`src/rtl/sevenseg_scan.sv`:
```
// Multiplexed 4-digit common-anode seven-segment scan controller.
// The display word is double-buffered and committed only at frame start.

module sevenseg (
  input  logic [3:0] hex_i,
  output logic [6:0] seg_n_o
);

  logic [6:0] seg_on;

  // Active-high {a,b,c,d,e,f,g}; 0xF renders a slash instead of "F".
  always_comb begin
    seg_on = 7'b0000000;
    case (hex_i)
      4'h0:    seg_on = 7'b1111110;
      4'h1:    seg_on = 7'b0110000;
      4'h2:    seg_on = 7'b1101101;
      4'h3:    seg_on = 7'b1111001;
      4'h4:    seg_on = 7'b0110011;
      4'h5:    seg_on = 7'b1011011;
      4'h6:    seg_on = 7'b1011111;
      4'h7:    seg_on = 7'b1110000;
      4'h8:    seg_on = 7'b1111111;
      4'h9:    seg_on = 7'b1111011;
      4'hA:    seg_on = 7'b1110111;
      4'hB:    seg_on = 7'b0011111;
      4'hC:    seg_on = 7'b1001110;
      4'hD:    seg_on = 7'b0111101;
      4'hE:    seg_on = 7'b1001111;
      default: seg_on = 7'b0100101;
    endcase
  end

  assign seg_n_o = ~seg_on;

endmodule

module sevenseg_scan #(
  parameter int unsigned SHOW_CYCLES  = 100000,
  parameter int unsigned BLANK_CYCLES = 1000
) (
  input  logic        clk,
  input  logic        rst,
  input  logic [15:0] value,
  input  logic [3:0]  blank,
  input  logic [3:0]  dp,
  input  logic        load,
  output logic [3:0]  an,
  output logic [6:0]  seg,
  output logic        dp_n,
  output logic        frame_done,
  output logic        pending
);

  localparam int unsigned CNT_MAX = (SHOW_CYCLES > BLANK_CYCLES) ? SHOW_CYCLES : BLANK_CYCLES;
  localparam int unsigned CNT_W   = (CNT_MAX > 1) ? $clog2(CNT_MAX) : 1;
  localparam logic [CNT_W-1:0] SHOW_LAST  = CNT_W'(SHOW_CYCLES - 1);
  localparam logic [CNT_W-1:0] BLANK_LAST = CNT_W'(BLANK_CYCLES - 1);

  typedef enum logic {ST_BLANK, ST_SHOW} state_t;

  state_t           state_q, state_d;
  logic [1:0]       digit_q, digit_d;
  logic [CNT_W-1:0] cnt_q, cnt_d;
  logic [15:0]      sh_value_q, sh_value_d, act_value_q, act_value_d;
  logic [3:0]       sh_blank_q, sh_blank_d, act_blank_q, act_blank_d;
  logic [3:0]       sh_dp_q, sh_dp_d, act_dp_q, act_dp_d;
  logic             pending_q, pending_d;
  logic             frame_done_q, frame_done_d;
  logic [6:0]       dec_seg_n;

  always_ff @(posedge clk) begin
    if (rst) begin
      state_q      <= ST_BLANK;
      digit_q      <= 2'd0;
      cnt_q        <= '0;
      sh_value_q   <= 16'h0000;
      sh_blank_q   <= 4'hF;
      sh_dp_q      <= 4'h0;
      act_value_q  <= 16'h0000;
      act_blank_q  <= 4'hF;
      act_dp_q     <= 4'h0;
      pending_q    <= 1'b0;
      frame_done_q <= 1'b0;
    end else begin
      state_q      <= state_d;
      digit_q      <= digit_d;
      cnt_q        <= cnt_d;
      sh_value_q   <= sh_value_d;
      sh_blank_q   <= sh_blank_d;
      sh_dp_q      <= sh_dp_d;
      act_value_q  <= act_value_d;
      act_blank_q  <= act_blank_d;
      act_dp_q     <= act_dp_d;
      pending_q    <= pending_d;
      frame_done_q <= frame_done_d;
    end
  end

  always_comb begin
    state_d      = state_q;
    digit_d      = digit_q;
    cnt_d        = cnt_q + CNT_W'(1);
    sh_value_d   = sh_value_q;
    sh_blank_d   = sh_blank_q;
    sh_dp_d      = sh_dp_q;
    act_value_d  = act_value_q;
    act_blank_d  = act_blank_q;
    act_dp_d     = act_dp_q;
    pending_d    = pending_q;
    frame_done_d = 1'b0;

    case (state_q)
      ST_BLANK: begin
        if (cnt_q == BLANK_LAST) begin
          state_d = ST_SHOW;
          cnt_d   = '0;
          // Commit only at the start of digit 0 so a frame never mixes words.
          if (digit_q == 2'd0 && pending_q) begin
            act_value_d = sh_value_q;
            act_blank_d = sh_blank_q;
            act_dp_d    = sh_dp_q;
            pending_d   = 1'b0;
          end
        end
      end
      default: begin
        if (cnt_q == SHOW_LAST) begin
          state_d      = ST_BLANK;
          cnt_d        = '0;
          digit_d      = digit_q + 2'd1;
          frame_done_d = (digit_q == 2'd3);
        end
      end
    endcase

    // A load on the commit edge lands in the shadow and stays pending.
    if (load) begin
      sh_value_d = value;
      sh_blank_d = blank;
      sh_dp_d    = dp;
      pending_d  = 1'b1;
    end
  end

  sevenseg u_dec (
    .hex_i   (act_value_q[{digit_q, 2'b00} +: 4]),
    .seg_n_o (dec_seg_n)
  );

  always_comb begin
    an   = 4'hF;
    seg  = 7'h7F;
    dp_n = 1'b1;
    if (state_q == ST_SHOW && !act_blank_q[digit_q]) begin
      an   = ~(4'b0001 << digit_q);
      seg  = dec_seg_n;
      dp_n = ~act_dp_q[digit_q];
    end
  end

  assign frame_done = frame_done_q;
  assign pending    = pending_q;

endmodule

```
`config.mk`:
```
export PLATFORM = sky130hd
export DESIGN_NAME = sevenseg_scan
export DESIGN_NICKNAME = d
export VERILOG_FILES = /design/src/rtl/sevenseg_scan.sv
export SDC_FILE = /design/constraint.sdc
export NUM_CORES = 1
export LEC_CHECK = 0
export ABC_CLOCK_PERIOD_IN_PS = 3200
export BUFFER_PORTS_ARGS = -buffer_cell sky130_fd_sc_hd__buf_4
export CORE_MARGIN = 2
export CORE_UTILIZATION = 35
export DETAILED_ROUTE_END_ITERATION = 10
export GPL_TIMING_DRIVEN = 1
export MAX_ROUTING_LAYER = met4
export PLACE_DENSITY = 0.58
export SLEW_MARGIN = 30
export SYNTH_ARGS = -nofsm -noshare
export SYNTH_HDL_FRONTEND = slang
export SYNTH_HIERARCHICAL = 1
export SYNTH_SLANG_ARGS = --single-unit
```
`constraint.sdc`:
```
create_clock -name clk -period 3.2 [get_ports clk]
set_input_delay 0.32 -clock clk [delete_from_list [all_inputs] [get_ports clk]]
set_output_delay 0.32 -clock clk [all_outputs]
set_load 0.05 [all_outputs]
```
; After elaboration in Yosys (flattened, before gate mapping)
; Memories as Yosys holds them, arrays and structs flattened.
; Index checks and enable logic that the tools add are counted.
[word_totals]
ramBits = 0
latch_bits = 0
reg_bits = 70
out_inout_bits = 14
input_bits = 27
rom_bits = 112
word_cells = 53
n_memories = 1
[classes]
n_div = 0
n_lt_le_gt_ge = 1
n_addsub = 2
n_eq_ne = 4
bitwise = 5
mux = 17
n_reduce_logical = 10
n_shift = 2
n_mul = 0
[mem_list]
columns = memory, depth, width, rd, rd_ports_with_merged_regs, write_ports, line
row1 = (name not given), 16, 7, 1, 0, 0, 14  ; case (hex_i)
[op_table]
columns = operator, n
row1 = two-way mux 17 bit, 3
row2 = "adder 17 x 1 -> 17 bit, second input constant", 1
row3 = "equality test 17 x 10 -> 1 bit, second input constant", 1
row4 = "equality test 17 bit, second input constant", 1
row5 = variable part select 16 x 5 -> 4 bit, 1
row6 = two-way mux 1 bit, 10
row7 = two-way mux 7 bit, 1
row8 = NOT 7 bit, 1
row9 = AND reduction 3 bit, 2
row10 = binary-select mux 1 bit (select 2 bit), 2
row11 = two-way mux 4 bit, 1
row12 = NOT 4 bit, 1
row13 = nonzero test 2 bit, 2
row14 = "left shift 1 x 2 -> 4 bit, first input constant", 1
row15 = "less-than comparator 2 x 3 -> 1 bit, second input constant", 1
row16 = NOT 1 bit, 3
row17 = OR reduction 3 bit, 1
row18 = "adder 2 x 1 -> 2 bit, second input constant", 1
row19 = "equality test 2 bit, second input constant", 1
row20 = logical AND 1 bit, 2
row21 = logical NOT 2 bit, 1
row22 = "!= test 2 bit, second input constant", 1
row23 = AND reduction 2 bit, 1
row24 = logical NOT 1 bit, 1

; Longest topological paths before layout
[logic_depth]
ltp_word = 6
depth_mapped = 9
ltp_nobuf = 7

; By module
; The synthesis kept the hierarchy.
[by_module_without_submodules]
columns = module, cells_per_inst, seq_area_each_um2, n_inst, area_each_um2
row1 = sevenseg_scan, 330, 1401.3, 1, 3145.5
row2 = sevenseg, 30, 0.0, 1, 266.5

; Worst setup path before layout
; OpenSTA, ideal clock, no wires.
[synth_timing]
path_kind = register to output
from = register digit_q[0]
to = output port seg[6]
path_buffers = 1
slack_ps = 558
path_stages_with_launch = 8
required_ps = 2880
t_arrival_ps = 2322
path_cell_list = dfxtp_1 buf_2 mux4_2 inv_1 ha_1 nor2_1 mux4_1 nand2b_1
[synth_via]
word_cells_on_any_way = 8
classes_between = 1 x shift / 3 x mux / 1 x bitwise / 2 x reduce/logical / 1 x memory
[synth_rtl]
columns = element, line
row1 = "start, declared", 63  ; logic [1:0] digit_q, digit_d;
row2 = "start signal, assigned", 87  ; digit_q <= digit_d;
row3 = variable part select 16 x 5 -> 4 bit, 147  ; .hex_i (act_value_q[{digit_q, 2'b00} +: 4]),
row4 = memory (16 x 7 bit), --
row5 = NOT 7 bit, 34  ; assign seg_n_o = ~seg_on;
row6 = named net dec_seg_n[6], 70  ; logic [6:0] dec_seg_n;
row7 = two-way mux 7 bit, 155  ; if (state_q == ST_SHOW && !act_blank_q[digit_q]) begin
row8 = "end, declared", 49  ; output logic [6:0] seg,
; The timed path passes the listed nets, and every way through them passes these cells. The select of a mux whose other input is x is not followed.

; Final worst setup path
[layout_timing]
from = register digit_q[1]
to = output port seg[6]
; Same word-level chain as after synthesis.

==> results.yml <==
clock_tree:
  root_buffer: "clkbuf_8"
  cts_tree: "yes"
  worstSkewPairLatency_ns: 0.35
  cts-resized-gates: 0
  clk_pin_slew_ns: 0.08
  numCtsBuffers: 9
  clock-sinks: 70
  cts_buffer_depth: 2
  cts_setup_buffers: 0
  holdBufCountCts: 0
  h-tree-depth: 3
grt:
  grt_pass1_wl_microns: 12200
  grt_pass1_vias: 2489
  track_usage_pct: 15.0
  grt_remaining_overflow: 0
  antenna_found_initial: 0
  grt_max_degree: 54
floorplan:
  start_util_pct: 35.6
  rows: 36
  die_area_sq_um: 10600
  ios: 41
  dieHeight_microns: 103
  dieWidth_microns: 103
  coreArea_sq_um: 9590
routing:
  via_count: 2660
  wl_met2_microns: 2990
  drt_iter0_drc: 139
  wl_per_cell_microns: 13.7
  drc_errors: 0
  wl_met1_microns: 3790
  drtPass1Iterations: 4
  wirelength_microns: 7190
  met3_wirelength_microns: 313
  top_layer_used: "met4"
  drt-vias-per-instance: 5.06
  ant_nets: 0
logic_synthesis:
  synth_top_area_share_pct: 41.1
  yosys_warnings: 6
  ys_ff_latch: 70
  postSynthNetCount: 398
  yosys-top-cells-count: "70 x dfxtp_1, 28 x a21oi_1, 27 x nor2_1, 26 x nand3_1, 25 x o21ai_0"
  synthArstFlopShare_pct: 0
  yosysSeqAreaShare_pct: 41.1
  synthTopCellsByArea: "dfxtp_1 41%, mux2i_1 6.7%, mux4_2 4.6%"
  syn_area_sq_um: 3410
  synth-edff-count: 0
  synth_ff_type: "dfxtp_1"
  synthCells: 360
  synth_area_leader_cell: "dfxtp_1"
  synth_most_common_cell: "dfxtp_1"
  syn_avg_cell_area_sq_um: 9.48
  yosysUniqueCellTypes: 49
timing:
  worstMarginPinSlew_ns: 0.801
  min_period_over_period_pct: 90.2
  max-slew-margin-rel_pct: 46.4
  fin_skew_ns: 0.00983
  tns_ns: 0
  slew_viol_final: 0
  setup-violations-final: 0
  rsz0062_at_grt: "false"
  finalHoldViolations: 0
  min_period_ns: 2.89
  max_freq_ghz: 0.347
place:
  dpl.hpwl_microns: 5000
  postPlaceCellArea_sq_um: 3780
  gp_congestion: 0.836
  io_buffers: 40
worst_setup_path:
  arrival_ns: 2.57
  rrSetupSlack_ns: 0.94
  critical_path_class: "reg -> out"
  path_max_fanout: 10
  required_ns: 2.88
  rr_endpoint: "act_blank_q[2]"
  start_kind: "register"
  worstSetupStartpoint: "digit_q[1]"
  worstSetupEndpointType: "primary output"
  r2r_cells: 5
  rr_startpoint: "cnt_q[0]"
power_and_ir_drop:
  combPwrFrac_pct: 5.3
  peakVddDrop_uv: 178
  clock_power_share_pct: 40.5
  p_seq_share_pct: 54.2
  switchingPower_uw: 437
  power.density_nw_per_um2: 422
  p_leak_uw: 0.00145
  p_int_uw: 1240
  swShare_pct: 26.1
min_path:
  worstHoldPathType: "in -> reg"
  hp-start: "blank[0]"
  min_path_cells: 2
  holdPathEnd: "sh_blank_q[0]"
layout:
  design_area_sq_um: 3960
  fillers: 956
  drive_above_1_share_pct: 21.9
  n_antenna_cell: 0
  area_growth_pct: 16.2
  nNetsFinal: 426
flow_run:
  drv_cap: 0
status:
  outcome: "finished clean"
[state kept, by name (all words and copies together) (netlist names)]
signal / count
act_blank_q: 4
sh_dp_q: 4
act_dp_q: 4
sh_value_q: 16
cnt_q: 17
state_q: 1
pending: 1
act_value_q: 16
sh_blank_q: 4
digit_q: 2
frame_done: 1
[cell usage in the layout (no fill, tap or decap), types with 3 or more instances in the layout]
cell,instances
ha_1,11
xnor2_1,7
clkbuf_8,9
nand4_1,5
a211o_1,4
nand3_1,26
xor2_1,5
o21ai_0,25
mux4_2,7
nor2_1,27
a21oi_1,28
nor2b_1,7
o21bai_1,4
nor3_2,9
and4_1,3
and3_1,4
buf_4,45
nand2_1,13
dfxtp_1,70
mux2i_1,23
nand2b_1,7
nor3_1,11
inv_1,8
[how the worst max path moves through the flow]
stage / endpoint / slack, ns
floorplan: seg[6] / 0.56
global placement: seg[6] / 0.77
detailed placement: seg[6] / 0.70
CTS: seg[6] / 0.30
global route: seg[6] / 0.17
finish: seg[6] / 0.31
[power groups by stage]
| stage | Clock, uW | Sequential, uW | Combinational, uW |
|---|---|---|---|
| global placement | 0 | 928 | 88.1 |
| finish | 677 | 908 | 88.8 |
| floorplan | 0 | 927 | 54.4 |
| detailed placement | 0 | 928 | 89.9 |
| CTS | 700 | 908 | 90.2 |
| global route | 735 | 912 | 97.7 |
[final cells by class]
type | count | area (sq um) | share of cell area (%)
clock buffer | 9 | 124 | 3.13
clock inverter | 7 | 63.8 | 1.61
inverter | 8 | 30.0 | 0.758
multi-input combinational | 254 | 1840 | 46.4
sequential | 70 | 1400 | 35.4
tap | 133 | 166 | 4.20
timing repair buffer | 45 | 338 | 8.52
[logic make-up after synthesis]
family,Yosys count,synth area share (%)
flip-flops,70,41.1
buffers and inverters,36,4.99
XOR/XNOR,12,3.08
adder cells (fa/ha/maj),11,4.03
multiplexers,32,12.6
AO/OA/AOI/OAI,70,12.2
AND/OR/NAND/NOR,129,22.1
[layer usage]
metal | global-route usage [%] | up-vias
met5 | - | -
met4 | 4.96 | 0
met3 | 3.73 | 13
met2 | 20.0 | 56
met1 | 22.1 | 1244
li1 | - | 1347
[worst max-delay path: stages (launching register included)]
cell and delay (ns):
dfxtp_1 0.56, mux4_2 0.42, inv_1 0.17, ha_1 0.22, nor2_1 0.06, mux4_1 0.45, nand2b_1 0.15, buf_4 0.18
[metrics by stage]
step	setup slack, ns	util (%)	total power, uW	hold slack [ns]	instances
after floorplan	0.558	-	981	0.442	360
after global placement	0.773	39.4	1020	0.463	510
after detailed placement	0.696	39.4	1020	0.463	510
after CTS	0.298	41.3	1700	0.158	526
after global routing	0.169	41.3	1750	0.161	526
final	0.315	41.3	1670	0.176	526
Note: power is estimated with default switching activity, not from simulation.
